### config.mk
export PLATFORM = sky130hd
export DESIGN_NAME = vga_horizontal_sync
export DESIGN_NICKNAME = d
export VERILOG_FILES = /design/src/rtl/vga_horizontal_sync.sv
export SDC_FILE = /design/constraint.sdc
export NUM_CORES = 1
export LEC_CHECK = 0
export BUFFER_PORTS_ARGS = -buffer_cell sky130_fd_sc_hd__buf_2
export CAP_MARGIN = 15
export CELL_PAD_IN_SITES_DETAIL_PLACEMENT = 0
export CELL_PAD_IN_SITES_GLOBAL_PLACEMENT = 1
export CORE_MARGIN = 4
export CORE_UTILIZATION = 42
export DETAILED_ROUTE_END_ITERATION = 10
export GPL_TIMING_DRIVEN = 1
export MAX_ROUTING_LAYER = met4
export PLACE_DENSITY_LB_ADDON = 0.1
export RECOVER_POWER = 100
export SYNTH_ARGS = -nofsm -noshare
export SYNTH_HDL_FRONTEND = slang
export SYNTH_SLANG_ARGS = --single-unit
### constraint.sdc
create_clock -name clk -period 2.8 [get_ports clk]
set_input_delay 0.56 -clock clk [delete_from_list [all_inputs] [get_ports clk]]
set_output_delay 0.56 -clock clk [all_outputs]
set_load 0.01 [all_outputs]
### src/rtl/vga_horizontal_sync.sv
// ---------------------------------------------------------------------------
// vga_horizontal_sync
//   Horizontal timing generator for 640x480@60Hz VGA. Walks one line of
//   TOTAL pixel ticks and produces the horizontal sync pulse, the visible
//   window flag, the current pixel index and a one-tick new_line strobe
//   that advances the vertical stage.
//
// Ports
//   clk                      system clock, everything on posedge
//   rst_n                    asynchronous reset, active-low
//   clk_25Mhz                pixel-tick enable (one clk wide, or held high)
//   horizontal_sync          SYNC_ACTIVE level while in the sync phase
//   horizontal_display_sync  1 while pixel_x is inside the visible window
//   new_line                 1 while pixel_x is the last pixel of the line
//   pixel_x[9:0]             pixel index within the line, 0..TOTAL-1
// ---------------------------------------------------------------------------
module vga_horizontal_sync #(
  parameter int   DISPLAY_TIME = 640,
  parameter int   FRONT_PROCH  = 16,
  parameter int   SYNC_TIME    = 96,
  parameter int   BACK_PROCH   = 48,
  parameter logic SYNC_ACTIVE  = 1'b0
) (
  input  logic       clk,
  input  logic       rst_n,
  input  logic       clk_25Mhz,
  output logic       horizontal_sync,
  output logic       horizontal_display_sync,
  output logic       new_line,
  output logic [9:0] pixel_x
);

  localparam int TOTAL = DISPLAY_TIME + FRONT_PROCH + SYNC_TIME + BACK_PROCH;

  // First pixel index of each phase, and the last index of the line.
  localparam logic [9:0] FRONT_START = 10'(DISPLAY_TIME);
  localparam logic [9:0] SYNC_START  = 10'(DISPLAY_TIME + FRONT_PROCH);
  localparam logic [9:0] BACK_START  = 10'(DISPLAY_TIME + FRONT_PROCH + SYNC_TIME);
  localparam logic [9:0] LAST_X      = 10'(TOTAL - 1);

  typedef enum logic [1:0] {
    DISPLAY = 2'd0,
    FRONT   = 2'd1,
    SYNC    = 2'd2,
    BACK    = 2'd3
  } h_state_t;

  h_state_t   state;
  h_state_t   next_state;
  logic [9:0] next_x;
  logic       next_hsync;
  logic       next_display;
  logic       next_new_line;

  // Next-pixel and next-phase logic. The phase decision looks at the index
  // about to be loaded, so the registered outputs always describe the
  // registered pixel_x with no lag.
  always_comb begin
    next_x        = (pixel_x == LAST_X) ? 10'd0 : pixel_x + 10'd1;
    next_state    = state;
    next_display  = 1'b0;
    next_hsync    = ~SYNC_ACTIVE;
    next_new_line = 1'b0;

    case (state)
      DISPLAY: if (next_x == FRONT_START) next_state = FRONT;
      FRONT:   if (next_x == SYNC_START)  next_state = SYNC;
      SYNC:    if (next_x == BACK_START)  next_state = BACK;
      BACK:    if (next_x == 10'd0)       next_state = DISPLAY;
      default: next_state = DISPLAY;
    endcase

    next_display  = (next_state == DISPLAY);
    next_hsync    = (next_state == SYNC) ? SYNC_ACTIVE : ~SYNC_ACTIVE;
    next_new_line = (next_x == LAST_X);
  end

  // Phase register; only advances on a pixel tick.
  always_ff @(posedge clk or negedge rst_n) begin
    if (!rst_n) begin
      state <= DISPLAY;
    end else if (clk_25Mhz) begin
      state <= next_state;
    end
  end

  // Pixel counter and registered outputs. Holding clk_25Mhz low freezes
  // everything, including a new_line that is already asserted, so the
  // vertical stage sees exactly one (clk_25Mhz && new_line) per line.
  always_ff @(posedge clk or negedge rst_n) begin
    if (!rst_n) begin
      pixel_x                 <= 10'd0;
      horizontal_sync         <= ~SYNC_ACTIVE;
      horizontal_display_sync <= 1'b1;
      new_line                <= 1'b0;
    end else if (clk_25Mhz) begin
      pixel_x                 <= next_x;
      horizontal_sync         <= next_hsync;
      horizontal_display_sync <= next_display;
      new_line                <= next_new_line;
    end
  end

endmodule

==> results.py <==
metrics = {
    "timing": {
        "rsz0062_at_grt": "false",
        "finalHoldViolCount": 0,
        "drv_slew": 0,
        "setup_viol": 0,
        "finClkSkew_ns": 0.00416,
        "period_needed_ns": 2.52,
        "fin_crit_sh": 0.900,
        "tns_ns": 0,
        "fmax_mhz": 397,
        "slew_headroom": 0.449,
        "worst_pin_slew_ns": 0.827,
    },
    "clocking": {
        "numCtsBuffers": 3,
        "clockRootBuffer": "clkbuf_4",
        "cts_tree": "done",
        "ctsHoldBuffers": 0,
        "cts-htree-levels": 1,
        "path_clk_slew_ns": 0.09,
        "cts_setup_buffers": 0,
        "cts_resized": 0,
        "clock_latency_ns": 0.28,
        "clockBufferDepth": 2,
        "clock-sinks": 15,
    },
    "setup_path": {
        "cp_slowest_cell": "a211oi_1",
        "cp-end-kind": "flop",
        "r2r-end": "horizontal_display_sync",
        "crit_type": "reg2reg",
        "cp_top_family": "compound AO/OA/AOI/OAI gates",
        "r2r_slack_ns": 0.28,
        "critPathBufInv": 1,
        "critPathLaunchType": "flop",
        "path_cells": "clkbuf_1 > and3_1 > mux2_2 > a211oi_1 > a41oi_1 > o22a_1 > and3b_1",
        "rr_startpoint": "pixel_x[2]",
        "reg2reg_depth": 7,
        "crit_path_max_fanout": 9,
        "slowest_delay_ns": 0.46,
        "arrival_ns": 2.74,
        "worstPathRequired_ns": 3.02,
    },
    "power": {
        "leakage_nw": 0.471,
        "vdd_drop_max_v": 0.000468,
        "power_w": 0.00101,
        "p_per_area_nw_per_um2": 771,
    },
    "yosys": {
        "synth_ff_type": "dfrtp_1",
        "synth_top_family_by_area": "simple AND/OR/NAND/NOR gates",
        "synth_top_cell_by_area": "dfrtp_1",
        "synth-simple-area-share": 0.279,
        "ys_warn_count": 0,
        "synth.distinct_cells": 50,
        "synthXorXnorAreaFrac": 0.0596,
        "synth.cell_area_um2": 1180,
        "ys_seq_elements": 15,
        "yosys.area.top_type_share": 0.277,
        "syn_inst": 141,
        "muxShareOfSynthArea": 0.0266,
        "async_flop_share": 1.00,
        "synth_most_common_cell": "nand2_1",
        "synth.yosys.seq_area_share": 0.321,
        "synth_edf_count": 0,
        "yosys-top-cells-area": "dfrtp_1 28%, xnor2_1 5.2%, nand2_1 4.8%",
        "syn-num-nets": 146,
        "synth-compound-area-share": 0.232,
        "synth_common_cells": "15 x nand2_1, 13 x dfrtp_1, 11 x nor2_1",
        "synth.avg_cell_area_um2": 8.34,
        "synth_fa_ha_area_frac": 0.0213,
    },
    "floorplan": {
        "die-area_um2": 3710,
        "die_h_um": 60.9,
        "boundaryPins": 16,
        "start_util": 0.458,
        "core_area_um2": 2570,
        "dieWidth_um": 60.9,
        "placementRows": 18,
    },
    "cells_and_area": {
        "post-route-util": 0.508,
        "drive_above_1_share": 0.138,
        "area_delta_synth_final_pct": 11.0,
        "fin_nets": 165,
        "antenna_cells": 0,
    },
    "detailed_routing": {
        "ant_nets": 0,
        "drc": 0,
        "drt_iter0_drc": 45,
        "routedWlPerCell_um": 15.8,
        "drt_first_pass_iters": 4,
        "wirelength_mm": 2.99,
        "via_per_inst": 6.06,
        "vias": 1146,
    },
    "grt": {
        "grt_max_degree": 26,
        "first_global_vias": 1026,
        "grt_pass1_wl_mm": 4.92,
        "grt_antenna_before_repair": 0,
        "grt.overflow.total": 0,
        "grt_usage": 0.181,
    },
    "place": {
        "port_buffers": 15,
        "dpl.hpwl_mm": 2.31,
        "place.gp.congestion": 0.867,
    },
    "hold_path": {
        "hp-class": "in2async",
    },
    "run": {
        "cap_violations": 0,
    },
    "status": {
        "status": "complete, no violations",
    },
}
## worst max-delay path by stage
stage	startpoint	to	slack [ns]	depth (start not counted)
2_1_floorplan	pixel_x[5]	horizontal_display_sync	0.39	6
5_1_grt	pixel_x[2]	horizontal_display_sync	0.09	7
4_1_cts	pixel_x[9]	horizontal_display_sync	0.31	6
3_3_place_gp	pixel_x[5]	horizontal_display_sync	0.40	6
3_5_place_dp	pixel_x[9]	horizontal_display_sync	0.33	6
6_report	pixel_x[2]	horizontal_display_sync	0.28	7
## layout by cell type (no fill, tap or decap), types with 2 or more instances in the layout
cell	Yosys	routed
nor4_1	2	2
a41oi_1	2	2
o211ai_1	2	2
nand4_1	5	5
a21boi_0	2	2
clkbuf_4	0	3
and3_1	3	3
ha_1	2	2
buf_4	2	4
a22o_1	2	2
nor3_1	6	6
xnor2_1	7	7
nor2_1	11	11
clkbuf_1	4	14
inv_1	6	6
dfstp_2	2	2
nand3b_1	3	3
mux2i_1	2	2
buf_2	3	7
a22oi_1	2	2
dfrtp_1	13	13
a21oi_1	3	3
nand3_1	5	5
o21ai_0	10	10
or3_1	2	2
nand2_1	15	15
## state kept, by name (all words and copies together) (netlist names)
name	flops
pixel_x	10
state	2
horizontal_display_sync	1
horizontal_sync	1
new_line	1
## routing by layer
metal	share of wire	vias to the layer above	track usage
li1	-	564	-
met1	0.47	535	0.245
met2	0.45	43	0.278
met3	0.067	4	0.0426
met4	0.012	0	0.0341
met5	0	-	-
## metrics by stage
| step | std cells | worst slack (ns) | hold slack [ns] | area (µm²) |
|---|---|---|---|---|
| 3_5_place_dp | 185 | 0.327 | 0.483 | 1310 |
| 4_1_cts | 189 | 0.309 | 0.173 | 1330 |
| 6_report | 189 | 0.279 | 0.346 | 1310 |
| 5_1_grt | 189 | 0.0892 | 0.389 | 1310 |
| 2_1_floorplan | 141 | 0.392 | 0.264 | 1180 |
| 3_3_place_gp | 185 | 0.400 | 0.478 | 1310 |
## layout make-up
class	instances	area [µm²]
multi-input combinational	110	727
tap	30	37.5
inverter	6	22.5
fill	281	1260
clock buffer	4	26.3
timing repair buffer	24	114
sequential	15	378
## cells by family (layout without fill, tap and decap cells)
family,count (synthesis),after routing
compound gates,36,36
xor+xnor,8,8
fa+ha+maj,2,2
buf+inv,16,34
flops,15,15
mux,3,3
simple gates,61,61
## power by group
group	internal (W)	switching [W]
combinational	0.000211	0.000334
sequential	0.000281	0.0000591
clock	0.0000553	0.0000661
## worst reg2reg max path: stages, from the launching register on
cell	delay (ns)
dfrtp_1	0.36
clkbuf_1	0.33
and3_1	0.34
mux2_2	0.36
a211oi_1	0.46
a41oi_1	0.20
o22a_1	0.23
and3b_1	0.19
No activity file was read; power rests on OpenSTA's default activity.
